$ cat src/rtl/evt_dgl_irq.sv
// -----------------------------------------------------------------------------
// evt_dgl_irq
//
// Event deglitcher and interrupt pulse generator for analog fault flags.
// Each raw flag is synchronised, deglitched by a per-channel programmable
// count and latched into a sticky flag register. Any unmasked rising event
// produces a fixed-length active-low pulse on intb. Events that arrive while a
// pulse (or its trailing gap) is in progress are remembered in int_pend and
// replayed as exactly one further pulse.
//
// Ports
//   main_clk20m  in   single clock, all flops on its rising edge
//   xpor         in   asynchronous active-low reset
//   evt_raw      in   [NCH]       raw fault flags, asynchronous, active high
//   dg_time      in   [NCH*CNTW]  per-channel deglitch count D
//   evt_mask     in   [NCH]       1 = channel does not generate interrupts
//   clr_req      in   [NCH]       write-1-to-clear strobes for evt_flg
//   evt_sta      out  [NCH]       deglitched real-time status
//   evt_flg      out  [NCH]       sticky event flags
//   intb         out              active-low interrupt pulse (registered)
//   int_pend     out              an unmasked event awaits its own pulse
// -----------------------------------------------------------------------------
module evt_dgl_irq #(
    parameter int NCH       = 8,
    parameter int CNTW      = 8,
    parameter int PULSE_LEN = 2000,
    parameter int GAP_LEN   = 20
) (
    input  logic                main_clk20m,
    input  logic                xpor,
    input  logic [NCH-1:0]      evt_raw,
    input  logic [NCH*CNTW-1:0] dg_time,
    input  logic [NCH-1:0]      evt_mask,
    input  logic [NCH-1:0]      clr_req,
    output logic [NCH-1:0]      evt_sta,
    output logic [NCH-1:0]      evt_flg,
    output logic                intb,
    output logic                int_pend
);

    localparam int MAXL = (PULSE_LEN > GAP_LEN) ? PULSE_LEN : GAP_LEN;
    localparam int PCW  = (MAXL > 1) ? $clog2(MAXL) : 1;
    localparam logic [PCW-1:0] PULSE_LAST = PCW'(PULSE_LEN - 1);
    localparam logic [PCW-1:0] GAP_LAST   = PCW'(GAP_LEN - 1);

    typedef enum logic [1:0] {
        IDLE  = 2'd0,
        PULSE = 2'd1,
        GAP   = 2'd2
    } state_t;

    // ---------------------------------------------------------------------
    // Synchroniser and per-channel deglitch
    // ---------------------------------------------------------------------
    logic [NCH-1:0]  sync1_q;
    logic [NCH-1:0]  sync2_q;
    logic [NCH-1:0]  sta_q;
    logic [NCH-1:0]  sta_d;
    logic [NCH-1:0]  flg_q;
    logic [NCH-1:0]  flg_d;
    logic [NCH-1:0]  hit;
    logic [NCH-1:0]  rise;
    logic [CNTW-1:0] cnt_q [NCH];
    logic [CNTW-1:0] cnt_d [NCH];

    genvar gi;
    generate
        for (gi = 0; gi < NCH; gi++) begin : g_ch
            logic [CNTW-1:0] d_w;
            logic            differ;

            assign d_w    = dg_time[gi*CNTW +: CNTW];
            assign differ = sync2_q[gi] ^ sta_q[gi];
            // ">=" rather than "==" so a dg_time lowered below the running
            // count still terminates the count instead of letting it wrap.
            assign hit[gi]   = differ & (cnt_q[gi] >= d_w);
            assign rise[gi]  = hit[gi] & sync2_q[gi];
            assign sta_d[gi] = hit[gi] ? sync2_q[gi] : sta_q[gi];
            assign cnt_d[gi] = (!differ || hit[gi]) ? '0 : cnt_q[gi] + CNTW'(1);
            // Set has priority over clear so a rise is never swallowed.
            assign flg_d[gi] = rise[gi] | (flg_q[gi] & ~clr_req[gi]);
        end
    endgenerate

    always_ff @(posedge main_clk20m or negedge xpor) begin
        if (!xpor) begin
            sync1_q <= '0;
            sync2_q <= '0;
            sta_q   <= '0;
            flg_q   <= '0;
            for (int i = 0; i < NCH; i++) begin
                cnt_q[i] <= '0;
            end
        end else begin
            sync1_q <= evt_raw;
            sync2_q <= sync1_q;
            sta_q   <= sta_d;
            flg_q   <= flg_d;
            for (int i = 0; i < NCH; i++) begin
                cnt_q[i] <= cnt_d[i];
            end
        end
    end

    assign evt_sta = sta_q;
    assign evt_flg = flg_q;

    // ---------------------------------------------------------------------
    // Interrupt pulse FSM
    // ---------------------------------------------------------------------
    logic           new_evt;
    state_t         state_q;
    state_t         state_d;
    logic [PCW-1:0] pcnt_q;
    logic [PCW-1:0] pcnt_d;
    logic           pend_q;
    logic           pend_d;
    logic           intb_q;
    logic           intb_d;

    assign new_evt = |(rise & ~evt_mask);

    // State register
    always_ff @(posedge main_clk20m or negedge xpor) begin
        if (!xpor) begin
            state_q <= IDLE;
            pcnt_q  <= '0;
            pend_q  <= 1'b0;
            intb_q  <= 1'b1;
        end else begin
            state_q <= state_d;
            pcnt_q  <= pcnt_d;
            pend_q  <= pend_d;
            intb_q  <= intb_d;
        end
    end

    // Next-state logic
    always_comb begin
        state_d = state_q;
        pcnt_d  = pcnt_q;
        pend_d  = pend_q;
        case (state_q)
            IDLE: begin
                if (new_evt) begin
                    state_d = PULSE;
                    pcnt_d  = '0;
                end
            end
            PULSE: begin
                if (new_evt) begin
                    pend_d = 1'b1;
                end
                if (pcnt_q == PULSE_LAST) begin
                    state_d = GAP;
                    pcnt_d  = '0;
                end else begin
                    pcnt_d = pcnt_q + PCW'(1);
                end
            end
            GAP: begin
                if (pcnt_q == GAP_LAST) begin
                    pcnt_d = '0;
                    // An event landing on the final gap cycle with nothing
                    // pending is served by this next pulse directly; if one
                    // was already pending it re-arms int_pend instead.
                    if (pend_q || new_evt) begin
                        state_d = PULSE;
                        pend_d  = pend_q & new_evt;
                    end else begin
                        state_d = IDLE;
                    end
                end else begin
                    pcnt_d = pcnt_q + PCW'(1);
                    if (new_evt) begin
                        pend_d = 1'b1;
                    end
                end
            end
            default: begin
                state_d = IDLE;
                pcnt_d  = '0;
            end
        endcase
    end

    // Output logic: intb is registered, so decode it from the next state.
    always_comb begin
        intb_d = (state_d != PULSE);
    end

    assign intb     = intb_q;
    assign int_pend = pend_q;

endmodule

$ cat config.mk
export PLATFORM = sky130hd
export DESIGN_NAME = evt_dgl_irq
export DESIGN_NICKNAME = d
export VERILOG_FILES = /design/src/rtl/evt_dgl_irq.sv
export SDC_FILE = /design/constraint.sdc
export NUM_CORES = 1
export LEC_CHECK = 0
export ABC_CLOCK_PERIOD_IN_PS = 3450
export CAP_MARGIN = 30
export CORE_ASPECT_RATIO = 1.4
export CORE_MARGIN = 3
export CORE_UTILIZATION = 54
export DETAILED_ROUTE_END_ITERATION = 12
export GPL_TIMING_DRIVEN = 0
export MAX_ROUTING_LAYER = met4
export PLACE_DENSITY = 0.81
export SKIP_LAST_GASP = 1
export SYNTH_ARGS = -nofsm -noshare
export SYNTH_HDL_FRONTEND = slang
export SYNTH_SLANG_ARGS = --single-unit
$ cat constraint.sdc
create_clock -name main_clk20m -period 3.45 [get_ports main_clk20m]
set_input_delay 0.5175 -clock main_clk20m [delete_from_list [all_inputs] [get_ports main_clk20m]]
set_output_delay 0.5175 -clock main_clk20m [all_outputs]
set_load 0.05 [all_outputs]
; After elaboration in Yosys (flattened, before gate mapping)
; Cells that the tools add are included.
[totals]
reg_bits = 111
output_inout_bits = 18
[classes]
n_addsub = 9
n_lt_le_gt_ge = 8
eq_ne = 7
mux = 21
bitwise_logic = 51
n_reduce_logical = 21
[op_table]
columns = operator, count
row1 = $add A8 B1 Y8 const B, 8
row2 = $ge A8 B8 Y1, 8
row3 = $mux W8, 8
row4 = $mux W11, 3
row5 = $pmux W11 S3, 1
row6 = $and A1 B1 Y1, 25
row7 = $add A11 B1 Y11 const B, 1
row8 = $eq A11 B11 Y1 const B, 1
row9 = $eq A11 B5 Y1 const B, 1
row10 = $logic_or A1 B1 Y1, 9
row11 = $and A8 B8 Y8, 1
row12 = $logic_not A1 Y1, 8
row13 = $not A1 Y1, 8
row14 = $not A8 Y8, 1
row15 = $or A1 B1 Y1, 8
row16 = $reduce_or A8 Y1, 1
row17 = $xor A1 B1 Y1, 8
row18 = $mux W2, 3
row19 = $pmux W2 S3, 1
row20 = $mux W1, 4
row21 = $ne A3 B3 Y1 const B, 1
row22 = $eq A2 B1 Y1 const B, 1
row23 = $eq A2 B2 Y1 const B, 1
row24 = $logic_not A2 Y1, 1
row25 = other kinds (5), 5

; Longest topological paths before layout
[logic_depth]
ltp_word = 10
mapped_depth = 10
mapped_depth_nobuf = 8

; Worst setup path before layout
; Ideal clock, no wire load.
[synth_path]
kind = input port to flip-flop
start = input port dg_time[16]
end = register pcnt_q[0]
setup_time_ps = 125
arrival_ps = 2436
required_time_ps = 3325
path_slack_ps = 889
stages = 7
path_buffers = 0
path_cell_list = ha_1 nand2b_4 a2111oi_4 nor4_1 a2111oi_4 a41oi_4 mux2_2
[synth_between]
elab_chain_len = 6
[synth_rtl]
columns = element, line_no
row1 = "start, declared", 32  ; input logic [NCH*CNTW-1:0] dg_time,
row2 = $ge A8 B8 Y1, 76  ; assign hit[gi] = differ & (cnt_q[gi] >= d_w);
row3 = $and A1 B1 Y1, 76
row4 = $and A1 B1 Y1, 77  ; assign rise[gi] = hit[gi] & sync2_q[gi];
row5 = $and A8 B8 Y8, 121  ; assign new_evt = |(rise & ~evt_mask);
row6 = $reduce_or A8 Y1, 121
row7 = $ne A2 B2 Y1 (no line), -
row8 = "end signal, assigned", 132  ; pcnt_q <= pcnt_d;
row9 = "end, declared", 114  ; logic [PCW-1:0] pcnt_q;
; Every way passes these cells.
; A chain may end at the register's enable or synchronous reset.

; Worst setup path after layout
[layout_path]
start = input port dg_time[24]
end = register pcnt_q[0]
; The elaborated chain is that of the path after synthesis.

==> summary.txt <==
Status
  – Status: complete, no violations

Setup path
  – Startpoint types: primary input
  – Critical Path RT: 3680 ps
  – Crit. End Element: flop
  – Arrival time worst endpoint: 3410 ps
  – Crit path max fanout: 9
  – Max stage delay cell, worst path: a2111oi_1
  – Critical path cell sequence: clkdlybuf4s50_1 -> ha_1 -> nand2b_1 -> a2111oi_1 -> nor4b_1 -> a2111oi_4 -> a41oi_4 -> mux2_2
  – Worst stage delay on the critical path: 650 ps
  – Critical path class: in2reg

Clock network
  – Post-CTS Hold Buffers: 0
  – Post-CTS Setup Inserts: 0
  – Root Buffer: clkbuf_16
  – CTS resizes: 0
  – H-tree depth: 3
  – Clk sinks: ~110
  – CTS tree: built
  – Worst-Skew Late Latency: between 300 and 400 ps
  – CTS Buf Count: 9
  – Clk pin slew, worst setup/hold paths: ~70 ps
  – Max Buffers Root-to-Sink: 2

Route
  – Drt first-iter violations: 239
  – DRC violations left: 0
  – Drt wl/cell: ~16 um
  – First-pass detailed-route iteration total: 4
  – Top sig layer: met4
  – Routed wl met2: between 7000 and 8000 um
  – Met3 WL: 630 um
  – DRT antenna net count: 0
  – Overall routed net length: 14,700 um
  – Mean number of vias per cell: 5.58
  – Via count: 5,271
  – M1 WL: between 6000 and 7000 um

Finish
  – Nets: 960
  – Fin cells: 944
  – # diodes: 0
  – Share of layout cells above drive strength 1: 5.14%
  – Post-synthesis to final-layout area growth: 23.2%
  – Most frequent cells in the layout: dfrtp_1, clkdlybuf4s50_1, inv_1
  – Commonest non-fill, non-tap cell in the layout: dfrtp_1
  – Number of fillers in the final layout: 908

Timing
  – Fin. Hold Viols: 0
  – Worst slew pin tran: 964 ps
  – Setup violations, final: 0
  – Fin Clk Skew: between 10 and 15 ps
  – Fin crit period: 3180 ps
  – RSZ-0062 raised after global routing: false
  – Final period util: between 90% and 100%
  – Fmax: 314 MHz
  – Final slew viol count: 0
  – Max_slew headroom: 35.2%

Yosys
  – Syn Area/Cell: 9.90 um2
  – Mux share of post-synthesis cell area: 1.65%
  – Gate Count Post-Synth: 674
  – Post-synth EDFFs: 0
  – Synth Warn #: 0
  – Predominant post-synthesis flop cell: dfrtp_1
  – Synth Area in XOR/XNOR: 7.35%
  – Sequential share of the synthesized area: about two fifths
  – #FFs+latches synth: around 110
  – Syn Nets: 841
  – Yosys cell types: 48
  – Largest family of logic cells by synthesized area: simple AND/OR/NAND/NOR gates
  – Async SR Flop Fraction: 100%
  – Post-synthesis cell area: 6670 um2
  – Simple-gate share of the synthesized area: between 10% and 20%
  – Compound-Gate Fraction of Synth Area: a little under an eighth
  – Post-synthesis adder-cell area fraction: 14.4%

Global route
  – Remaining Overflow, GRT: 0
  – Largest net degree at the start of global routing: 63
  – Initial antenna violation count: 0
  – Via count of the first global-routing pass: about 5,300
  – First-pass GRT wire length: 24,300 um
  – GRT Total Usage: between 20% and 30%

Job
  – Max-cap violations: 0

Die
  – Row cnt: 47
  – Die X: 99.9 um
  – Starting Density: a little under three fifths
  – Core region area: 11,900 um2
  – Io pins: approximately 110
  – DIE HEIGHT: 138 um
  – Total die area: 13,700 um2

Power and ir drop
  – Switch share: ~34%
  – VDD IR max: 353 uV
  – Switch Pwr: 0.00133 W
  – Gate power share: 32.4%
  – PwrDens: 474 nW/um2
  – Internal power: 0.00257 W
  – Pwr Total: 0.00390 W
  – Flop pwr share: 43.3%
  – Share of total power in the clock network: 24.4%
  – Leakage Power: 3.99 nW

Hold path
  – Hold Path Class: in2async

Place
  – Port bufs: 107
  – Final GP Congestion: between 0.8 and 0.9
  – Dpl cells: 929
  – Hpwl dp: 11,700 um
state kept, by name, summed over array words and instances, names as in the netlist:
register,flops
cnt_q,64
pcnt_q,11
evt_flg,8
evt_sta,8
sync1_q,8
sync2_q,8
state_q,2
int_pend,1
intb,1
power by group through the flow:
stage	logic (W)	clock network, W	registers, W
global route	0.00139	0.00103	0.00172
global placement	0.00121	0	0.00169
finish	0.00126	0.000950	0.00169
CTS	0.00127	0.000979	0.00168
floorplan	0.000730	0	0.00180
detailed placement	0.00126	0	0.00171
final timing paths:
path | slack, ps | to | depth (start not counted) | startpoint
max | 270 | pcnt_q[0] | 8 | dg_time[24]
min | 210 | pcnt_q[9] | 1 | xpor
max reg2reg | 360 | pcnt_q[0] | 8 | cnt_q[32]
min reg2reg | 350 | sync2_q[0] | 0 | sync1_q[0]
max in group asynchronous | 2510 | cnt_q[3] | 2 | xpor
min in group main_clk20m | 350 | sync2_q[0] | 0 | sync1_q[0]
synthesized netlist by cell type, drive strengths merged, types with 3 or more instances:
master	n	area (um2)
nand4	5	31.3
o2bb2ai	8	70.1
and4	4	35.0
and2	5	31.3
and3	28	175
nor4	7	43.8
o22ai	8	50.1
nand2	24	90.1
nand3	43	215
dfrtp	110	2750
a2111oi	11	230
o21a	6	45.0
nor2	86	323
a41oi	10	106
xnor2	11	96.3
a22oi	4	30.0
buf	3	22.5
nor3	7	35.0
xor2	45	394
nor4b	3	26.3
ha	77	963
mux2	8	90.1
inv	89	334
o21ai	16	80.1
nand2b	15	124
a21oi	19	95.1
a31oi	5	31.3
per-layer routing:
| metal | vias to the layer above | track usage, % |
|---|---|---|
| met5 | - | - |
| met4 | 0 | 7.37 |
| met3 | 27 | 4.05 |
| met2 | 144 | 39.9 |
| met1 | 2534 | 26.5 |
| li1 | 2566 | - |
kinds of logic after synthesis:
group	count (synthesis)
XOR/XNOR	56
multiplexers	10
AO/OA/AOI/OAI	94
flip-flops	111
adder cells (fa/ha/maj)	77
AND/OR/NAND/NOR	232
buffers and inverters	94
worst max-delay path, delay by kind of cell:
kind                       cells  cell delay, ps
muxes                          1             340
adders and majority gates      1             280
buffers and inverters          1             410
and+or+nand+nor                2             350
AOI/OAI and AO/OA              3            1510
cell type report:
type                       instances  area [um2]  share of cell area [%]
clock inverter                     3        20.0                   0.244
multi-input combinational        469        3530                    42.9
sequential                       111        2780                    33.8
clock buffer                      12         246                    3.00
buffer                             5        30.0                   0.365
tap                              147         184                    2.24
inverter                          89         334                    4.07
timing repair buffer             108        1100                    13.3
through the flow:
step | area (um2) | hold WS, ps | utilization [%] | worst slack (ps) | setup TNS [ps]
final | 8220 | 206 | 68.8 | 268 | 0
after global routing | 8220 | 233 | 68.8 | 131 | 0
after floorplan | 6670 | 222 | - | 889 | 0
after global placement | 7930 | 334 | 66.4 | -2230 | -244930
after CTS | 8220 | 215 | 68.8 | 257 | 0
after detailed placement | 7950 | 337 | 66.6 | -119 | -134
(Power assumes the default switching activity.)
